[src/rtl/uart_receiver_if.sv]
// rtl/uart_receiver_if.sv - RX FIFO write port and status pulses of the UART receiver.
// UART_RX_PARITY_EN adds the parity_err pulse.
interface uart_receiver_if #(
    parameter int DATA_BITS = 8
);
    logic                 rf_full;
    logic                 rf_wrreq;
    logic [DATA_BITS-1:0] rf_data;
    logic                 frame_err;
    logic                 overrun;
`ifdef UART_RX_PARITY_EN
    logic                 parity_err;
`endif

    modport master (
        input  rf_full,
`ifdef UART_RX_PARITY_EN
        output parity_err,
`endif
        output rf_wrreq,
        output rf_data,
        output frame_err,
        output overrun
    );

    modport slave (
        output rf_full,
`ifdef UART_RX_PARITY_EN
        input  parity_err,
`endif
        input  rf_wrreq,
        input  rf_data,
        input  frame_err,
        input  overrun
    );
endinterface

[src/rtl/uart_receiver.sv]
// rtl/uart_receiver.sv - 16x-oversampled UART receive engine feeding the RX FIFO.
// UART_RX_PARITY_EN builds in an even-parity bit between data and stop.
module uart_receiver #(
    parameter int OVERSAMPLE = 16,
    parameter int DATA_BITS  = 8
) (
    input  logic            uart_clk,
    input  logic            rst,
    input  logic            uart_rxd_i,
    uart_receiver_if.master rf
);
    localparam int CW = $clog2(OVERSAMPLE);
    localparam int BW = $clog2(DATA_BITS);
    localparam logic [CW-1:0] CNT_MID  = CW'(OVERSAMPLE / 2 - 1);
    localparam logic [CW-1:0] CNT_END  = CW'(OVERSAMPLE - 1);
    localparam logic [BW-1:0] IDX_LAST = BW'(DATA_BITS - 1);

    typedef enum logic [2:0] {
        S_IDLE,
        S_START,
        S_DATA,
`ifdef UART_RX_PARITY_EN
        S_PARITY,
`endif
        S_STOP
    } state_t;

    state_t               state_q, state_d;
    logic [CW-1:0]        cnt_q, cnt_d;
    logic [BW-1:0]        bit_idx_q, bit_idx_d;
    logic [DATA_BITS-1:0] shift_q, shift_d;
    logic                 wrreq_q, wrreq_d;
    logic [DATA_BITS-1:0] data_q, data_d;
    logic                 ferr_q, ferr_d;
    logic                 ovr_q, ovr_d;
    logic                 rxd_meta_q, rxd_s_q, rxd_prev_q;
    logic                 fall;
`ifdef UART_RX_PARITY_EN
    logic                 par_bit_q, par_bit_d;
    logic                 perr_q, perr_d;
`endif

    // Synchronizer idles high so reset never looks like a start edge.
    always_ff @(posedge uart_clk or posedge rst) begin
        if (rst) begin
            rxd_meta_q <= 1'b1;
            rxd_s_q    <= 1'b1;
            rxd_prev_q <= 1'b1;
        end else begin
            rxd_meta_q <= uart_rxd_i;
            rxd_s_q    <= rxd_meta_q;
            rxd_prev_q <= rxd_s_q;
        end
    end

    assign fall = rxd_prev_q & ~rxd_s_q;

    always_ff @(posedge uart_clk or posedge rst) begin
        if (rst) begin
            state_q   <= S_IDLE;
            cnt_q     <= '0;
            bit_idx_q <= '0;
            shift_q   <= '0;
            wrreq_q   <= 1'b0;
            data_q    <= '0;
            ferr_q    <= 1'b0;
            ovr_q     <= 1'b0;
`ifdef UART_RX_PARITY_EN
            par_bit_q <= 1'b0;
            perr_q    <= 1'b0;
`endif
        end else begin
            state_q   <= state_d;
            cnt_q     <= cnt_d;
            bit_idx_q <= bit_idx_d;
            shift_q   <= shift_d;
            wrreq_q   <= wrreq_d;
            data_q    <= data_d;
            ferr_q    <= ferr_d;
            ovr_q     <= ovr_d;
`ifdef UART_RX_PARITY_EN
            par_bit_q <= par_bit_d;
            perr_q    <= perr_d;
`endif
        end
    end

    always_comb begin
        state_d   = state_q;
        cnt_d     = (cnt_q == CNT_END) ? '0 : cnt_q + 1'b1;
        bit_idx_d = bit_idx_q;
        shift_d   = shift_q;
        wrreq_d   = 1'b0;
        data_d    = data_q;
        ferr_d    = 1'b0;
        ovr_d     = 1'b0;
`ifdef UART_RX_PARITY_EN
        par_bit_d = par_bit_q;
        perr_d    = 1'b0;
`endif
        case (state_q)
            S_IDLE: begin
                cnt_d = '0;
                if (fall) state_d = S_START;
            end
            S_START: begin
                if (cnt_q == CNT_MID) begin
                    cnt_d     = '0;
                    bit_idx_d = '0;
                    state_d   = rxd_s_q ? S_IDLE : S_DATA;
                end
            end
            S_DATA: begin
                if (cnt_q == CNT_END) begin
                    shift_d   = {rxd_s_q, shift_q[DATA_BITS-1:1]};
                    bit_idx_d = bit_idx_q + 1'b1;
`ifdef UART_RX_PARITY_EN
                    if (bit_idx_q == IDX_LAST) state_d = S_PARITY;
`else
                    if (bit_idx_q == IDX_LAST) state_d = S_STOP;
`endif
                end
            end
`ifdef UART_RX_PARITY_EN
            S_PARITY: begin
                if (cnt_q == CNT_END) begin
                    par_bit_d = rxd_s_q;
                    state_d   = S_STOP;
                end
            end
`endif
            // Leave at mid-stop so a back-to-back start edge is not missed.
            S_STOP: begin
                if (cnt_q == CNT_END) begin
                    state_d = S_IDLE;
                    if (!rxd_s_q) begin
                        ferr_d = 1'b1;
                    end else if (rf.rf_full) begin
                        ovr_d = 1'b1;
                    end else begin
                        wrreq_d = 1'b1;
                        data_d  = shift_q;
`ifdef UART_RX_PARITY_EN
                        perr_d  = ^{shift_q, par_bit_q};
`endif
                    end
                end
            end
            default: state_d = S_IDLE;
        endcase
    end

    assign rf.rf_wrreq  = wrreq_q;
    assign rf.rf_data   = data_q;
    assign rf.frame_err = ferr_q;
    assign rf.overrun   = ovr_q;
`ifdef UART_RX_PARITY_EN
    assign rf.parity_err = perr_q;
`endif
endmodule

[src/flat_wrapper.sv]
// flat-port wrapper written by rule: the top's interface ports become plain ports
module uart_receiver_flat 
#(
    parameter int OVERSAMPLE = 16,
    parameter int DATA_BITS  = 8
)
  (uart_clk, rst, uart_rxd_i, rf_rf_full, rf_rf_wrreq, rf_rf_data, rf_frame_err, rf_overrun);
  uart_receiver_if #(.DATA_BITS(DATA_BITS)) rf_i ();
  input  logic uart_clk;
  input  logic rst;
  input  logic uart_rxd_i;
  input wire logic [$bits(rf_i.rf_full)-1:0] rf_rf_full;
  output wire logic [$bits(rf_i.rf_wrreq)-1:0] rf_rf_wrreq;
  output wire logic [$bits(rf_i.rf_data)-1:0] rf_rf_data;
  output wire logic [$bits(rf_i.frame_err)-1:0] rf_frame_err;
  output wire logic [$bits(rf_i.overrun)-1:0] rf_overrun;
  assign rf_i.rf_full = rf_rf_full;
  assign rf_rf_wrreq = rf_i.rf_wrreq;
  assign rf_rf_data = rf_i.rf_data;
  assign rf_frame_err = rf_i.frame_err;
  assign rf_overrun = rf_i.overrun;
  uart_receiver #(.OVERSAMPLE(OVERSAMPLE), .DATA_BITS(DATA_BITS)) u_core (.uart_clk(uart_clk), .rst(rst), .uart_rxd_i(uart_rxd_i), .rf(rf_i));
endmodule
[config.mk]
export PLATFORM = sky130hd
export DESIGN_NAME = uart_receiver_flat
export DESIGN_NICKNAME = d
export VERILOG_FILES = /design/src/rtl/uart_receiver_if.sv /design/src/rtl/uart_receiver.sv /design/src/flat_wrapper.sv
export SDC_FILE = /design/constraint.sdc
export NUM_CORES = 1
export LEC_CHECK = 0
export ABC_AREA = 1
export CORE_UTILIZATION = 49
export CTS_CLUSTER_SIZE = 12
export DETAILED_ROUTE_END_ITERATION = 6
export GPL_TIMING_DRIVEN = 0
export PLACE_DENSITY_LB_ADDON = 0.12
export SYNTH_ARGS = -nofsm -noshare
export SYNTH_HDL_FRONTEND = slang
export SYNTH_SLANG_ARGS = --single-unit
[constraint.sdc]
create_clock -name uart_clk -period 1.3 [get_ports uart_clk]
set_input_delay 0.13 -clock uart_clk [delete_from_list [all_inputs] [get_ports uart_clk]]
set_output_delay 0.13 -clock uart_clk [all_outputs]
set_load 0.02 [all_outputs]
==> impl_metrics.csv <==
group,metric,value,unit
yosys,yosysWarnings,0,
grt,grt_max_degree,32,
power,p_total,2650,uW
clocking,numCtsBuffers,5,
worst_hold_path,min_to,"u_core.rxd_meta_q$_DFF_PP1_",
worst_setup_path,critPathMaxStageDelay,0.40,ns
worst_setup_path,rr_startpoint,"u_core.cnt_q[0]$_DFF_PP0_",
worst_setup_path,path_delay_family,"flip-flops",
clocking,cts_tree,"built",
grt,overflow,0,
worst_setup_path,worstReg2RegEnd,"u_core.rf.rf_data[5]$_DFFE_PP0P_",
timing,min_period_over_period,103,%
power,vdd_drop_max,1.17,mV
yosys,syn_area,0.00137,mm2
worst_setup_path,path_max_fanout,5,
placed_design,numPortBuffers,14,
yosys,synth-seq-cells,31,
yosys,synth-simple-area-share,20.3,%
timing,maxSlewViolCount,0,
worst_setup_path,arrival,1.57,ns
yosys,synth_cell_types,20,
yosys,yosysSeqAreaShare,56.7,%
layout,fin_area,0.00187,mm2
placed_design,placed_area,0.00156,mm2
layout,nets,180,
timing,slew_headroom,57.2,%
worst_setup_path,critPathKind,"reg2reg",
floorplan,die-height,55.0,um
yosys,synthesis.nets,150,
routing,wirelength,2830,um
grt,grt_antenna_before_repair,0,
worst_setup_path,crit_path_cell_trace,"ha_4 > nand3_4 > clkinv_4 > nand4_4 > buf_6 > nand2_2 > o21ai_2",
worst_hold_path,hp-class,"in2reg",
power,p_leak,0.000913,uW
timing,rsz0062_at_grt,"yes",
floorplan,core_area,0.00257,mm2
floorplan,die-area,0.00302,mm2
worst_hold_path,hold_depth,1,
power,power_density,1410,mW/mm2
clocking,clkSinkCount,31,
grt,grt_pass1_vias,1024,
layout,diodes,0,
routing,route.detailed.drc,0,
timing,max_clock_freq,747,MHz
yosys,syn-instance-count,139,
clocking,clock_latency,0.34,ns
yosys,synth_top_family_by_area,"simple AND/OR/NAND/NOR gates",
yosys,synthMuxAreaShare,0,%
routing,wl_per_cell,14.1,um
floorplan,initial_core_util,53.5,%
worst_setup_path,crit_buf_inv,2,
routing,num_vias,1025,
clocking,cts-htree-levels,2,
yosys,synth-xor-area-share,0,%
floorplan,rows,18,
placed_design,place_hpwl,1700,um
clocking,clockRootBuffer,"clkbuf_4",
worst_setup_path,startpoint_type,"flip-flop",
placed_design,place_congestion,0.736,
grt,track_usage,21.9,%
status,status,"complete, but fails checks",
grt,grt_pass1_wl,4370,um
routing,drt_iter0_drc,6,
status,violations,"setup timing",
worst_setup_path,end_kind,"flip-flop",
clocking,cts.path.max_buffers,2,
worst_setup_path,reg2reg_slack,-0.04,ns
routing,viasPerCell,5.13,
yosys,synth_compound_area_share,9.93,%
timing,hold_violations,0,
yosys,synth.avg_cell_area,9.88,um2
routing,final_antenna_net_count,0,
worst_hold_path,hp-start,"uart_rxd_i",
routing,dr.pass1.iters,6,
timing,setup_viol,8,
timing,holdWs,0.191,ns
worst_setup_path,worst-r2r-cell-count,7,
worst_setup_path,required,1.54,ns
worst_setup_path,critPathSlowestCell,"dfrtp_1",
timing,worst_pin_slew,0.640,ns
layout,drive_above_1_share,41.8,%
job,max_cap_viol_count,0,
timing,worst_clock_skew,0.00913,ns
floorplan,die_w,55.0,um
floorplan,io_pins,15,
layout,final_util,73.0,%
layout,fillers,192,
timing,finalCriticalPeriod,1.34,ns
timing,setup_slack,-0.0380,ns
layout,area_growth_syn_to_layout,36.3,%
yosys,synthAdderAreaFrac,6.38,%
clocking,clk_pin_slew,0.10,ns
## cell families (layout without fill, tap and decap cells)
family,after synthesis,after routing
and+or+nand+nor,58,58
adders and majority gates,7,7
AOI/OAI and AO/OA,22,22
buffers and inverters,21,52
DFF,31,31
## layer usage
layer  part of all wire (%)  GRT usage (%)
met3                    2.8           8.47
met2                     54           34.9
met4                    2.1           12.1
met1                     42           25.1
met5                      0              0
## layout by cell type, fill, tap and decap left out, drive strengths merged, types with 3 or more instances in the layout
cell / netlist / routed
nor2: 9 / 9
nand2: 36 / 36
nand3: 7 / 7
inv: 18 / 17
ha: 7 / 7
clkbuf: 0 / 8
nand4: 3 / 3
dfstp: 3 / 3
o21ai: 20 / 20
dfrtp: 28 / 28
buf: 2 / 10
clkdlybuf4s50: 0 / 3
dlygate4sd2: 0 / 11
## flip-flops by register name, summed over array words and instances (netlist names)
name                 flops
u_core.cnt_q             4
u_core.rf.rf_data        8
u_core.state_q           2
u_core.rxd_meta_q        1
u_core.rf.frame_err      1
u_core.rf.overrun        1
u_core.rf.rf_wrreq       1
u_core.bit_idx_q         3
u_core.shift_q           8
u_core.rxd_s_q           1
u_core.rxd_prev_q        1
## synth_stat cells, drive strengths merged
master / instances / area, um2
nor4: 1 / 6.26
nor2: 9 / 41.3
nor3: 2 / 10.0
clkinv: 1 / 5.00
dfrtp: 28 / 701
a21oi: 2 / 10.0
nand3: 7 / 47.6
nand2: 36 / 140
nand4: 3 / 33.8
o21ai: 20 / 126
inv: 18 / 67.6
ha: 7 / 87.6
dfstp: 3 / 78.8
buf: 2 / 18.8
## power by group
group          leakage (uW)  internal [uW]  switching (uW)  total (uW)
clock network     0.0000375            316             344         660
logic              0.000462            333             488         820
registers          0.000414           1060             110        1170
## final cells by class
class	count	area, um2	share of cell area, %
plain buffers	2	26.3	1.40
clock buffers	7	65.1	3.47
clock inverters	1	7.51	0.401
inverters	19	85.1	4.54
multi-input cells	87	647	34.5
flip-flops and latches	31	782	41.8
well taps	30	37.5	2.00
repair buffers	23	223	11.9
## repair_timing
item,CTS,global route
cloned,1,1
pin swaps,2,5
hold buffers,0,0
gates resized for setup,32,41
setup endpoints to repair,34,42
buffers inserted,6,1
## worst max path at each step
stage	endpoint	cells past startpoint	slack (ns)	from
after global routing	u_core.rf.rf_data[0]$_DFFE_PP0P_	8	-0.11	u_core.cnt_q[0]$_DFF_PP0_
final	u_core.rf.rf_data[5]$_DFFE_PP0P_	7	-0.04	u_core.cnt_q[0]$_DFF_PP0_
after global placement	u_core.rf.rf_data[5]$_DFFE_PP0P_	2	-0.19	rst
after detailed placement	u_core.rf.rf_data[6]$_DFFE_PP0P_	2	-0.22	rst
after CTS	u_core.rf.rf_data[5]$_DFFE_PP0P_	7	-0.04	u_core.cnt_q[1]$_DFF_PP0_
after floorplan	u_core.shift_q[1]$_DFFE_PP0P_	6	0.01	u_core.state_q[0]$_DFFE_PP0P_
## per-stage QoR
step / setup TNS (ns) / std cells / setup WS [ns]
finish: -0.217 / 200 / -0.0380
global route: -1.18 / 200 / -0.115
CTS: -0.247 / 198 / -0.0436
detailed placement: -8.88 / 183 / -0.218
global placement: -7.12 / 183 / -0.188
floorplan: 0 / 139 / 0.0128
Note: power is estimated with default switching activity, not from simulation.
